===== src/rtl/gf_pkg.sv =====
// rtl/gf_pkg.sv - shared mode constants and segment sizing for the GF/integer pipelined adder
package gf_pkg;

    localparam logic GF_MODE_INT = 1'b0;
    localparam logic GF_MODE_GF  = 1'b1;

    function automatic int unsigned seg_width(input int unsigned data_width,
                                              input int unsigned num_stages);
        return data_width / num_stages;
    endfunction

endpackage


===== src/rtl/gf_adder_slice.sv =====
// rtl/gf_adder_slice.sv - one SEG-bit ripple segment; carries are suppressed in GF(2) mode
module gf_adder_slice
    import gf_pkg::*;
#(
    parameter int unsigned SEG = 8
) (
    input  logic [SEG-1:0] a,
    input  logic [SEG-1:0] b,
    input  logic           ci,
    input  logic           gf_option,
    output logic [SEG-1:0] sum,
    output logic           co
);

    logic carry;

    always_comb begin
        carry = ci & (gf_option == GF_MODE_INT);
        sum   = '0;
        for (int i = 0; i < int'(SEG); i++) begin
            sum[i] = a[i] ^ b[i] ^ carry;
            carry  = (gf_option == GF_MODE_GF) ? 1'b0
                   : ((a[i] & b[i]) | (carry & (a[i] ^ b[i])));
        end
        co = carry;
    end

endmodule


===== src/rtl/gf_pipe_adder.sv =====
// rtl/gf_pipe_adder.sv - segmented pipelined adder with per-transaction GF(2)/integer mode
module gf_pipe_adder
    import gf_pkg::*;
#(
    parameter int unsigned DATA_WIDTH = 32,
    parameter int unsigned NUM_STAGES = 4
) (
    input  logic                  clk,
    input  logic                  rst_n,
    input  logic                  in_valid,
    output logic                  in_ready,
    input  logic                  gf_option,
    input  logic [DATA_WIDTH-1:0] a,
    input  logic [DATA_WIDTH-1:0] b,
    input  logic                  ci,
    output logic                  out_valid,
    input  logic                  out_ready,
    output logic [DATA_WIDTH-1:0] sum,
    output logic                  co
);

    localparam int unsigned SEG = seg_width(DATA_WIDTH, NUM_STAGES);

    if ((DATA_WIDTH % NUM_STAGES) != 0) begin : g_bad_width
        $error("gf_pipe_adder: DATA_WIDTH must be divisible by NUM_STAGES");
    end

    // Stage k registers hold the operands still to be added (skew) and the
    // low sum segments already finished (deskew), so a whole word moves as one.
    logic [NUM_STAGES-1:0][DATA_WIDTH-1:0] a_q, b_q, s_q;
    logic [NUM_STAGES-1:0]                 v_q, gf_q, c_q;

    logic [NUM_STAGES-1:0][DATA_WIDTH-1:0] stg_a, stg_b, stg_s;
    logic [NUM_STAGES-1:0]                 stg_v, stg_gf, stg_c;
    logic [NUM_STAGES-1:0][SEG-1:0]        seg_sum;
    logic [NUM_STAGES-1:0]                 seg_co;

    logic adv;

    assign adv       = !out_valid || out_ready;
    assign in_ready  = adv;
    assign out_valid = v_q[NUM_STAGES-1];
    assign sum       = s_q[NUM_STAGES-1];
    assign co        = c_q[NUM_STAGES-1];

    always_comb begin
        stg_v  = '0;
        stg_gf = '0;
        stg_c  = '0;
        stg_a  = '0;
        stg_b  = '0;
        stg_s  = '0;
        stg_v[0]  = in_valid;
        stg_gf[0] = gf_option;
        stg_c[0]  = ci & (gf_option == GF_MODE_INT);
        stg_a[0]  = a;
        stg_b[0]  = b;
        for (int k = 1; k < int'(NUM_STAGES); k++) begin
            stg_v[k]  = v_q[k-1];
            stg_gf[k] = gf_q[k-1];
            stg_c[k]  = c_q[k-1];
            stg_a[k]  = a_q[k-1];
            stg_b[k]  = b_q[k-1];
            stg_s[k]  = s_q[k-1];
        end
    end

    for (genvar k = 0; k < int'(NUM_STAGES); k++) begin : g_slice
        gf_adder_slice #(
            .SEG(SEG)
        ) u_slice (
            .a        (stg_a[k][k*SEG +: SEG]),
            .b        (stg_b[k][k*SEG +: SEG]),
            .ci       (stg_c[k]),
            .gf_option(stg_gf[k]),
            .sum      (seg_sum[k]),
            .co       (seg_co[k])
        );
    end

    always_ff @(posedge clk or negedge rst_n) begin
        if (!rst_n) begin
            v_q  <= '0;
            gf_q <= '0;
            c_q  <= '0;
            a_q  <= '0;
            b_q  <= '0;
            s_q  <= '0;
        end else if (adv) begin
            for (int k = 0; k < int'(NUM_STAGES); k++) begin
                v_q[k]  <= stg_v[k];
                gf_q[k] <= stg_gf[k];
                c_q[k]  <= seg_co[k];
                a_q[k]  <= stg_a[k];
                b_q[k]  <= stg_b[k];
                s_q[k]  <= stg_s[k];
                s_q[k][k*SEG +: SEG] <= seg_sum[k];
            end
        end
    end

endmodule


===== config.mk =====
export PLATFORM = sky130hd
export DESIGN_NAME = gf_pipe_adder
export DESIGN_NICKNAME = d
export VERILOG_FILES = /design/src/rtl/gf_pkg.sv /design/src/rtl/gf_adder_slice.sv /design/src/rtl/gf_pipe_adder.sv
export SDC_FILE = /design/constraint.sdc
export NUM_CORES = 1
export LEC_CHECK = 0
export BUFFER_PORTS_ARGS = -buffer_cell sky130_fd_sc_hd__buf_2
export CAP_MARGIN = 5
export CORE_ASPECT_RATIO = 1.25
export CORE_UTILIZATION = 41
export CTS_BUF_LIST = sky130_fd_sc_hd__clkbuf_16
export DETAILED_ROUTE_END_ITERATION = 16
export PLACE_DENSITY = 0.57
export SYNTH_ARGS = -nofsm -noshare
export SYNTH_HDL_FRONTEND = slang
export SYNTH_HIERARCHICAL = 1
export SYNTH_SLANG_ARGS = --single-unit

===== constraint.sdc =====
create_clock -name clk -period 8.46 [get_ports clk]
set_input_delay 0.846 -clock clk [delete_from_list [all_inputs] [get_ports clk]]
set_output_delay 0.846 -clock clk [all_outputs]
set_load 0.01 [all_outputs]

; ---- Word-level counts from Yosys, hierarchy flattened
; Index checks and enable logic that the tools add are counted.
[op_classes]
n_mux = 32
bitwise_logic = 169
n_reduce_logical = 2
[op_table]
columns = op, count
row1 = 1-bit AND, 69
row2 = 1-bit XOR, 64
row3 = 1-bit 2-to-1 mux, 32
row4 = 1-bit OR, 32
row5 = 1-bit inverter, 4
row6 = 1-bit logical NOT, 1
row7 = 1-bit logical OR, 1
[word_totals]
regBits = 283

; ---- Logic depth before layout (Yosys ltp)
[logic_depth]
ltp_word = 27
ltp_mapped = 19
mapped_depth_nobuf = 19

; ---- By module
; Netlist, hierarchy kept.
[by_module_without_submodules]
columns = mod, instances, cells_per_inst, area_each_um2, seq_area_each_um2
row1 = gf_pipe_adder, 1, 429, 7614.8, 4679.5
row2 = gf_adder_slice, 4, 23, 234.0, 0.0

; ---- Least setup slack after synthesis
; No wires, ideal clock.
[synth_timing]
path_kind = input to register
startpoint = in ci
endpoint = reg s_q[7] (netlist name)
arrival_time_ps = 4601
t_required_ps = 8396
setup_slack_ps = 3794
stages = 19
n_path_buf = 0
cell_sequence = nor2b_1 nand2b_1 fa_1 nor2_1 fa_1 nor2b_1 fa_1 nor2b_1 fa_1 nor2b_1 fa_1 nor2b_1 fa_1 nor2b_1 fa_1 nand2b_1 fa_1 inv_1 mux2_2
[synth_rtl]
columns = item, line_no
row1 = start: declaration, gf_pipe_adder.sv:15  ; input logic ci,
row2 = end signal: indexed assignment, gf_pipe_adder.sv:96  ; s_q[k] <= stg_s[k];
row3 = end signal: indexed assignment, gf_pipe_adder.sv:97  ; s_q[k][k*SEG +: SEG] <= seg_sum[k];
row4 = end: declaration, gf_pipe_adder.sv:30  ; logic [NUM_STAGES-1:0][DATA_WIDTH-1:0] a_q, b_q, s_q;

==> reports/qor.csv <==
stage,metric,value,unit
cells_and_area,fin_util,0.4756,
grt,grt_remaining_overflow,0,
yosys,synth.most_common_cell,dfrtp_1,
placed_design,hpwl,8.571,mm
yosys,yosysUniqueCellTypes,12,
yosys,ys_top_cells_by_count,"187 x dfrtp_1, 100 x mux2_4, 86 x mux2_2",
cells_and_area,nets,695,
drt,ant_nets,0,
worst_hold_path,min_path_cells,1,
sta,finalCriticalPeriod,4799,ps
grt,first_global_vias,4409,
yosys,netlist.area_leader.share,0.5473,
cts,postCtsSetupBuffers,0,
floorplan,die_w,131.2,µm
drt,drt_wl_total,13.22,mm
floorplan,io-pin-count,105,
grt,grt_max_degree,141,
yosys,syn_inst,521,
pwr,p_clk_frac,0.237,
cts,cts.sinks,187,
worst_hold_path,hp-class,reg2reg,
sta,max_clock_freq,208.4,MHz
worst_setup_path,cp_common_cell,fa_1,
yosys,syn_area_per_cell,16.41,µm²
sta,setup_violations,0,
sta,fin_tns_setup,0,ps
worst_hold_path,worstHoldEndpoint,v_q[3],
drt,routedWlPerCell,15.10,µm
yosys,synthArstFlopShare,1.000,
yosys,syn_nets,623,
yosys,synth_area,8551,µm²
cts,cts_buffers,17,
cts,cts_tree,built,
cells_and_area,fin_area,9629,µm²
drt,dr_total_vias,4038,
drt,m1WireLength,6.205,mm
sta,whs,470.6,ps
placed_design,postPlaceCellArea,9006,µm²
drt,wl_met3,585,µm
status,status,completed,
yosys,synth.largest_area_cell,dfrtp_1,
flow_run,drv_cap,0,
floorplan,die_h,163.5,µm
drt,wl_met2,6.263,mm
pwr,sequentialPowerShare,0.431,
worst_setup_path,r2r_start,gf_q[1],
drt,drt_iter0_drc,206,
yosys,synth_warnings,6,
sta,rsz0062_at_grt,false,
yosys,synth-main-ff-cell,dfrtp_1,
sta,worst_pin_slew,941.1,ps
pwr,power,3543,µW
grt,grt_use_total,0.1348,
worst_setup_path,slowest_delay,610,ps
worst_setup_path,rr_worst_depth,18,
pwr,p_leak,0.004593,µW
sta,slew_violations,0,
worst_setup_path,critPathSlowestCell,dfrtp_1,
pwr,p_int,2528,µW
cells_and_area,drive_gt1_frac,0.5314,
sta,skew,9.258,ps
floorplan,start_util,0.4223,
sta,period_share,0.5673,
floorplan,die_area,21440,µm²
worst_setup_path,arrival,5160,ps
cts,postCtsResizedCells,0,
drt,highest_layer,met4,
worst_setup_path,worstReg2RegEnd,s_q[87],
worst_setup_path,crit_chain,nand2b_1 -> fa_1 -> nor2_1 -> fa_1 -> nor2b_1 -> fa_1 -> nor2b_1 -> fa_1 -> nor2b_1 -> fa_1 -> nor2b_1 -> fa_1 -> nor2b_1 -> fa_1 -> nand2b_1 -> fa_1 -> inv_1 -> mux2_2,
cts,path_clk_slew,70,ps
worst_setup_path,setup.worst_path.start_class,register,
worst_setup_path,cp_data_required_time,8820,ps
worst_setup_path,cp-end-kind,register,
pwr,p_comb_frac,0.332,
worst_setup_path,path_class,reg2reg,
sta,relSlewSlack,0.3726,
sta,hold_violations,0,
pwr,swShare,0.2866,
cts,clkLatencyLatePin,420,ps
worst_setup_path,crit_fanout,11,
pwr,p_sw,1016,µW
grt,grt_pass1_wl,22.58,mm
worst_setup_path,worst-r2r-setup-slack,3660,ps
grt,antenna_found_initial,0,
cts,htree_levels,4,
drt,drtPass1Iterations,4,
yosys,ys_seq_area_frac,0.5473,
cts,clk_path_buf_depth,2,
pwr,p_per_area,368.0,nW/µm²
cts,ctsHoldBuffers,0,
cells_and_area,nFillCells,1756,
cells_and_area,n_antenna_cell,0,
cts,clk_root_buffer_cell,clkbuf_16,
drt,avgViaCountPerCell,4.610,
yosys,ys_top_cells_by_area,"dfrtp_1 55%, mux2_4 18%, mux2_2 11%",
yosys,synth-seq-cells,187,
cells_and_area,area_growth_syn_to_layout,12.61,%
pwr,max-vdd-ir-drop,0.1411,mV
worst_hold_path,min-delay-start,v_q[2],
floorplan,row_count,58,
drt,drc_errors,0,
floorplan,core-area,20250,µm²
placed_design,place.gp.congestion,0.7163,
placed_design,port-buffer-count,104,
yosys,synth-edff-count,0,
-- stage by stage --
stage          cells  setup WS (ps)
2_1_floorplan    521           3794
3_3_place_gp     844           3549
3_5_place_dp     844           3419
4_1_cts          876           3611
5_1_grt          876           3406
6_report         876           3661
-- worst max-delay path: cells and delay by family, from the launching register on --
| kind | cells | cell delay, ps |
|---|---|---|
| buf+inv | 1 | 70 |
| flops | 1 | 610 |
| mux | 1 | 130 |
| simple gates | 8 | 1100 |
| fa+ha+maj | 8 | 2850 |
-- cell families (layout without fill, tap and decap cells) --
group,after synthesis,count (layout),share of synthesized area
buffers and inverters,77,162,0.06190
flip-flops,187,187,0.5473
AND/OR/NAND/NOR,39,39,0.02707
multiplexers,186,186,0.2889
adder cells (fa/ha/maj),32,32,0.07492
-- power by group through the flow --
stage / combinational [µW] / clock, µW / sequential [µW]
3_3_place_gp: 1170 / 0 / 1530
6_report: 1180 / 841 / 1530
2_1_floorplan: 1080 / 0 / 1470
5_1_grt: 1300 / 904 / 1590
4_1_cts: 1200 / 869 / 1540
3_5_place_dp: 1190 / 0 / 1550
-- flip-flops by register name (all words and copies together) (netlist names) --
name	cells
sum	32
v_q	4
a_q	48
c_q	4
s_q	48
b_q	48
gf_q	3
-- area by class of cell --
| class | instances | area [µm²] | share of cell area |
|---|---|---|---|
| Timing Repair Buffer | 106 | 556.8 | 0.05782 |
| Inverter | 24 | 90.09 | 0.009356 |
| Clock inverter | 15 | 197.7 | 0.02053 |
| Tap cell | 270 | 337.8 | 0.03508 |
| Multi-Input combinational cell | 257 | 3342 | 0.3471 |
| Sequential cell | 187 | 4679 | 0.4860 |
| Clock buffer | 17 | 425.4 | 0.04418 |
-- worst max-delay path by stage --
stage,from,to,cells past startpoint
floorplan,ci,s_q[7],19
global placement,gf_option,s_q[7],20
detailed placement,gf_option,s_q[7],20
CTS,gf_q[1],s_q[87],18
global route,gf_q[1],s_q[87],18
finish,gf_q[1],s_q[87],18
-- metal layers --
metal	global-route usage	up-vias
li1	-	1848
met1	0.1792	2103
met2	0.2077	74
met3	0.04097	13
met4	0.04973	0
met5	0	-
-- placed cells by master, fill, tap and decap left out --
cell,synthesis,routed
buf_2,6,103
clkbuf_8,0,1
nor2_1,8,8
bufinv_16,0,4
inv_1,24,25
buf_12,0,1
dfrtp_1,187,187
fa_1,32,32
clkinv_4,0,3
clkinv_1,0,2
buf_4,32,1
clkbuf_16,0,17
nand2b_1,9,9
mux2_4,100,100
inv_6,0,2
nand2b_4,1,1
clkinvlp_4,0,3
mux2_2,86,86
nor2b_1,21,21
Power figures use the tool's default switching activity.
